===== src/rtl/spi_slave_param.sv =====
// Parametrised SPI slave front-end. It turns MOSI frames into {cmd, payload}
// words for the RAM and shifts RAM read data back out on MISO.
module spi_slave_param #(
  parameter int unsigned DATA_W     = 8,
  parameter bit          LSB_FIRST  = 1'b0,
  parameter int unsigned TX_TIMEOUT = 16
) (
  input  logic              clk,
  input  logic              rst_n,
  input  logic              SS_n,
  input  logic              MOSI,
  output logic              MISO,
  output logic [DATA_W+1:0] rx_data,
  output logic              rx_valid,
  input  logic [DATA_W-1:0] tx_data,
  input  logic              tx_valid,
  output logic              frame_err,
  output logic              busy
);

  localparam int unsigned FRAME_W = DATA_W + 2;
  // One counter covers the frame bits plus the two-cycle output pipeline,
  // the tx_valid wait and the MISO shift.
  localparam int unsigned CNT_MAX = (FRAME_W + 1 > TX_TIMEOUT) ? FRAME_W + 1 : TX_TIMEOUT;
  localparam int unsigned CNT_W   = $clog2(CNT_MAX + 1);

  typedef enum logic [2:0] {
    IDLE,
    CHK_CMD,
    WRITE,
    READ_ADD,
    READ_DATA,
    WAIT_SS
  } state_t;

  // Sub-phase of the shifting states: receive, wait for RAM data, drive MISO.
  typedef enum logic [1:0] {
    PH_RX,
    PH_WAIT,
    PH_TX
  } phase_t;

  state_t             state, state_n;
  phase_t             phase, phase_n;
  logic [CNT_W-1:0]   cnt, cnt_n;
  logic [FRAME_W-1:0] rx_sh, rx_sh_n;
  logic [DATA_W-1:0]  tx_sh, tx_sh_n;
  logic               pending, pending_n;
  logic [DATA_W+1:0]  rx_data_n;
  logic               rx_valid_n, frame_err_n, miso_n, busy_n;

  // State, datapath and registered outputs.
  always_ff @(posedge clk or negedge rst_n) begin
    if (!rst_n) begin
      state     <= IDLE;
      phase     <= PH_RX;
      cnt       <= '0;
      rx_sh     <= '0;
      tx_sh     <= '0;
      pending   <= 1'b0;
      rx_data   <= '0;
      rx_valid  <= 1'b0;
      frame_err <= 1'b0;
      MISO      <= 1'b0;
      busy      <= 1'b0;
    end else begin
      state     <= state_n;
      phase     <= phase_n;
      cnt       <= cnt_n;
      rx_sh     <= rx_sh_n;
      tx_sh     <= tx_sh_n;
      pending   <= pending_n;
      rx_data   <= rx_data_n;
      rx_valid  <= rx_valid_n;
      frame_err <= frame_err_n;
      MISO      <= miso_n;
      busy      <= busy_n;
    end
  end

  // Next-state and next-output logic; pulses and MISO default low.
  always_comb begin
    state_n     = state;
    phase_n     = phase;
    cnt_n       = cnt;
    rx_sh_n     = rx_sh;
    tx_sh_n     = tx_sh;
    pending_n   = pending;
    rx_data_n   = rx_data;
    rx_valid_n  = 1'b0;
    frame_err_n = 1'b0;
    miso_n      = 1'b0;

    unique case (state)
      IDLE: begin
        if (!SS_n) begin
          state_n = CHK_CMD;
          phase_n = PH_RX;
          cnt_n   = '0;
        end
      end

      CHK_CMD: begin
        if (SS_n) begin
          frame_err_n = 1'b1;
          state_n     = IDLE;
        end else if (!MOSI) begin
          state_n = WRITE;
        end else if (pending) begin
          state_n = READ_DATA;
        end else begin
          state_n = READ_ADD;
        end
      end

      WRITE, READ_ADD, READ_DATA: begin
        if (SS_n) begin
          // Deselect mid-frame: any pending read address is left as it is.
          frame_err_n = 1'b1;
          state_n     = IDLE;
          cnt_n       = '0;
        end else begin
          unique case (phase)
            PH_RX: begin
              if (cnt < CNT_W'(FRAME_W)) begin
                rx_sh_n = LSB_FIRST ? {MOSI, rx_sh[FRAME_W-1:1]}
                                    : {rx_sh[FRAME_W-2:0], MOSI};
                cnt_n   = cnt + CNT_W'(1);
              end else if (cnt == CNT_W'(FRAME_W)) begin
                cnt_n = cnt + CNT_W'(1);
              end else begin
                rx_data_n  = rx_sh;
                rx_valid_n = 1'b1;
                cnt_n      = '0;
                if (state == WRITE) begin
                  state_n = WAIT_SS;
                end else if (state == READ_ADD) begin
                  pending_n = 1'b1;
                  state_n   = WAIT_SS;
                end else begin
                  pending_n = 1'b0;
                  phase_n   = PH_WAIT;
                end
              end
            end

            PH_WAIT: begin
              // tx_valid takes priority over the last timeout cycle.
              if (tx_valid) begin
                tx_sh_n = tx_data;
                cnt_n   = '0;
                phase_n = PH_TX;
              end else if (cnt == CNT_W'(TX_TIMEOUT - 1)) begin
                frame_err_n = 1'b1;
                pending_n   = 1'b0;
                cnt_n       = '0;
                state_n     = WAIT_SS;
              end else begin
                cnt_n = cnt + CNT_W'(1);
              end
            end

            PH_TX: begin
              if (cnt < CNT_W'(DATA_W)) begin
                miso_n  = LSB_FIRST ? tx_sh[0] : tx_sh[DATA_W-1];
                tx_sh_n = LSB_FIRST ? (tx_sh >> 1) : (tx_sh << 1);
                cnt_n   = cnt + CNT_W'(1);
              end else begin
                cnt_n   = '0;
                state_n = WAIT_SS;
              end
            end

            default: state_n = IDLE;
          endcase
        end
      end

      WAIT_SS: begin
        if (SS_n) begin
          state_n = IDLE;
        end
      end

      default: state_n = IDLE;
    endcase

    busy_n = (state_n != IDLE);
  end

endmodule


===== config.mk =====
export PLATFORM = sky130hd
export DESIGN_NAME = spi_slave_param
export DESIGN_NICKNAME = d
export VERILOG_FILES = /design/src/rtl/spi_slave_param.sv
export SDC_FILE = /design/constraint.sdc
export NUM_CORES = 1
export LEC_CHECK = 0
export CORE_ASPECT_RATIO = 1.2
export CORE_MARGIN = 5
export CORE_UTILIZATION = 55
export CTS_BUF_LIST = sky130_fd_sc_hd__clkbuf_8
export DETAILED_ROUTE_END_ITERATION = 8
export PLACE_DENSITY_LB_ADDON = 0.08
export SYNTH_ARGS = -nofsm -noshare
export SYNTH_HDL_FRONTEND = slang
export SYNTH_SLANG_ARGS = --single-unit

===== constraint.sdc =====
create_clock -name clk -period 5.1 [get_ports clk]
set_input_delay 1.275 -clock clk [delete_from_list [all_inputs] [get_ports clk]]
set_output_delay 1.275 -clock clk [all_outputs]
set_load 0.1 [all_outputs]

==> metrics.md <==
| Metric | Value |
|---|---|
| Flop-to-flop setup slack | 2740 ps |
| Slew Viols, Final | 0 |
| Setup bufs post-CTS | 0 |
| Post-Syn Instances | 216 |
| Final ANT Viol Nets | 0 |
| CP Capture Type | output pin |
| Cts repair resizes | 0 |
| Sink Count | 43 |
| Synth area leader | dfrtp_1 |
| Vias/cell | 5.731 |
| Tcrit/Tclk final | 0.6054 |
| Final global-route overflow total | 0 |
| Worst hold path type | register to register |
| Clock tree buffer depth | 2 |
| Top post-synthesis cells by area | dfrtp_1 48%, mux2_1 10%, ha_1 4.4% |
| Final Setup Violations | 0 |
| # DRC | 0 |
| Unrepaired setup endpoints after global routing | false |
| Detailed placer's ending HPWL | 3176 um |
| Final std cells w/o fill | 294 |
| Most frequent cells after synthesis | 43 x dfrtp_1, 21 x mux2_1, 15 x nand2_1, 14 x inv_1, 14 x nor2_1 |
| # IOs | 27 |
| Post-synth EDFFs | 0 |
| # H-tree levels | 2 |
| Reg2reg path depth | 4 |
| Initial antenna violation count | 0 |
| Post-synth top area share | 0.4772 |
| Fraction of layout cells with a size suffix above 1 | 0.07083 |
| Inst Count DP | 286 |
| First-pass GRT wire length | 7438 um |
| Die area | 0.005485 mm^2 |
| Power per Cell Area | 297.7 mW/mm^2 |
| Leakage | 1.204 nW |
| Reg2reg end | rx_data[3] |
| Ant. Diodes | 0 |
| Post-Syn Area | 0.002255 mm^2 |
| Overall Global Routing Usage | 0.1770 |
| HP Start | rx_data[9] |
| Minimum clock period after layout | 3087 ps |
| Row count | 25 |
| Setup TNS Final | 0 ps |
| Actual slew at the worst max-slew pin | 974.6 ps |
| Drt pass-1 iters | 4 |
| Outcome | completed |
| Initial Utilization | 0.5721 |
| Yosys reg bits | 43 |
| Endpoints failing hold | 0 |
| Cts bufs inserted | 5 |
| Tot Pwr | 782.9 uW |
| Max stage delay on crit path | 1140 ps |
| Iteration-0 DRC count of the detailed router | 161 |
| Crit path max fanout | 2 |
| Post-synth top flop | dfrtp_1 |
| Crit-path cells | clkdlybuf4s50_1 |
| FMAX | around 0.32 GHz |
| WHS Endpoint | rx_data[9] |
| Clock Tree Root | clkbuf_8 |
| CP Data Arrival Time | 1810 ps |
| Critical path class | register to output pin |
| Worst R2R Start | state[2] |
| Buffers & Inverters on Critical Path | 1 |
| CTS tree | done |
| Die X | 68.45 um |
| Syn Area/Cell | 10.44 um^2 |
| DR WL/cell | about 15 um |
| Final WS setup | 2013 ps |
| Reg clk slew, reported paths | about 80 ps |
| Total Wirelength | 4417 um |
| CP Launch Type | register |
| Slew HR | 0.3483 |
| Vias in the first global route | 1585 |
| Hold buffer count at CTS | 0 |
| Setup Skew | 3.904 ps |
| Count of cell types in the netlist | 45 |
| Critical path's top delay family | buffers and inverters |
| Largest net degree at the start of global routing | 44 |
| YS warnings | 0 |
| Die height | 80.14 um |
| WHS | 492.4 ps |
| GP Congestion | about 0.95 |
| DR vias | around 1700 |
| Hold-critical path depth | 1 |
| Post-synth ARST share | 1.000 |
| Port bufs | 26 |
| Top-count cell post-synth | dfrtp_1 |
| DP Worst Slack | 1805 ps |
| Placeable core area | 0.003941 mm^2 |
| Area Growth Syn to Fin | 16.65% |
| Worst-skew pair later-pin latency | around 290 ps |
| Crit-path slowest cell | clkdlybuf4s50_1 |
| CP required | 3830 ps |
| # Max-Cap Violations | 0 |
| Syn Nets | approximately 240 |
| Register area share after synthesis | 0.4772 |
| Maximum VDD drop | 0.2129 mV |
| Final net count | 260 |
==> final cells by class <==
class                      instances  area, um^2
timing repair buffer              26       255.2
tap                               54       67.56
multi-input combinational        148        1071
clock buffer                       7       96.34
clock inverter                     1       7.507
fill                             335        1311
inverter                          15       56.30
sequential                        43        1076
==> cell families after synthesis <==
logic type               after synthesis  synth area share
AO/OA/AOI/OAI                         46            0.1326
XOR/XNOR                               1          0.003885
adder cells (fa/ha/maj)                8           0.04440
buffers and inverters                 25           0.04772
flip-flops                            43            0.4772
multiplexers                          30            0.1454
AND/OR/NAND/NOR                       63            0.1487
==> through the flow <==
stage               utilization  area (um^2)
finish                   0.6673         2630
floorplan                     -         2255
global route             0.6673         2630
detailed placement       0.6410         2526
global placement         0.6410         2526
CTS                      0.6673         2630
==> report_power, final <==
group / internal (mW) / leakage, nW / switching, mW / total, mW
Sequential: 0.383 / 0.578 / 0.0351 / 0.418
Combinational: 0.0543 / 0.575 / 0.0738 / 0.128
Clock: 0.123 / 0.0505 / 0.114 / 0.237
Total: 0.560 / 1.20 / 0.223 / 0.783
==> placed cells by master (no fill, tap or decap), types with 3 or more instances in the layout <==
cell             count
a211o_1              3
nor2_1              14
mux2i_1              8
and3_1               5
dfrtp_1             43
a21oi_1             11
nand3_1              6
o211ai_1             4
o21ai_1              7
ha_1                 8
inv_1               14
mux2_1              21
clkbuf_8             7
nor2b_1              4
nand2b_1             4
nand2_1             15
clkdlybuf4s50_1     25
o21ai_0              7
==> how the worst max path moves through the flow <==
| stage | endpoint | startpoint | cells past startpoint | slack (ps) |
|---|---|---|---|---|
| floorplan | cnt[2] | SS_n | 6 | 2510 |
| global placement | cnt[2] | SS_n | 6 | 1890 |
| detailed placement | cnt[2] | SS_n | 6 | 1810 |
| CTS | rx_data[0] | rx_data[0] | 1 | 1990 |
| global route | rx_data[0] | rx_data[0] | 1 | 1960 |
| finish | rx_data[0] | rx_data[0] | 1 | 2010 |
==> sequential cells by signal, indices dropped and copies added (netlist names) <==
| name | count |
|---|---|
| busy | 1 |
| cnt | 5 |
| frame_err | 1 |
| tx_sh | 8 |
| pending | 1 |
| MISO | 1 |
| rx_data | 10 |
| rx_valid | 1 |
| rx_sh | 10 |
| state | 3 |
| phase | 2 |
==> layer usage <==
layer | share of wire | global-route usage
met3 | 0.067 | 0.04755
met5 | 0 | 0
met2 | 0.49 | 0.2779
met1 | 0.43 | 0.2329
met4 | 0.015 | 0.05964
(Power assumes the default switching activity.)
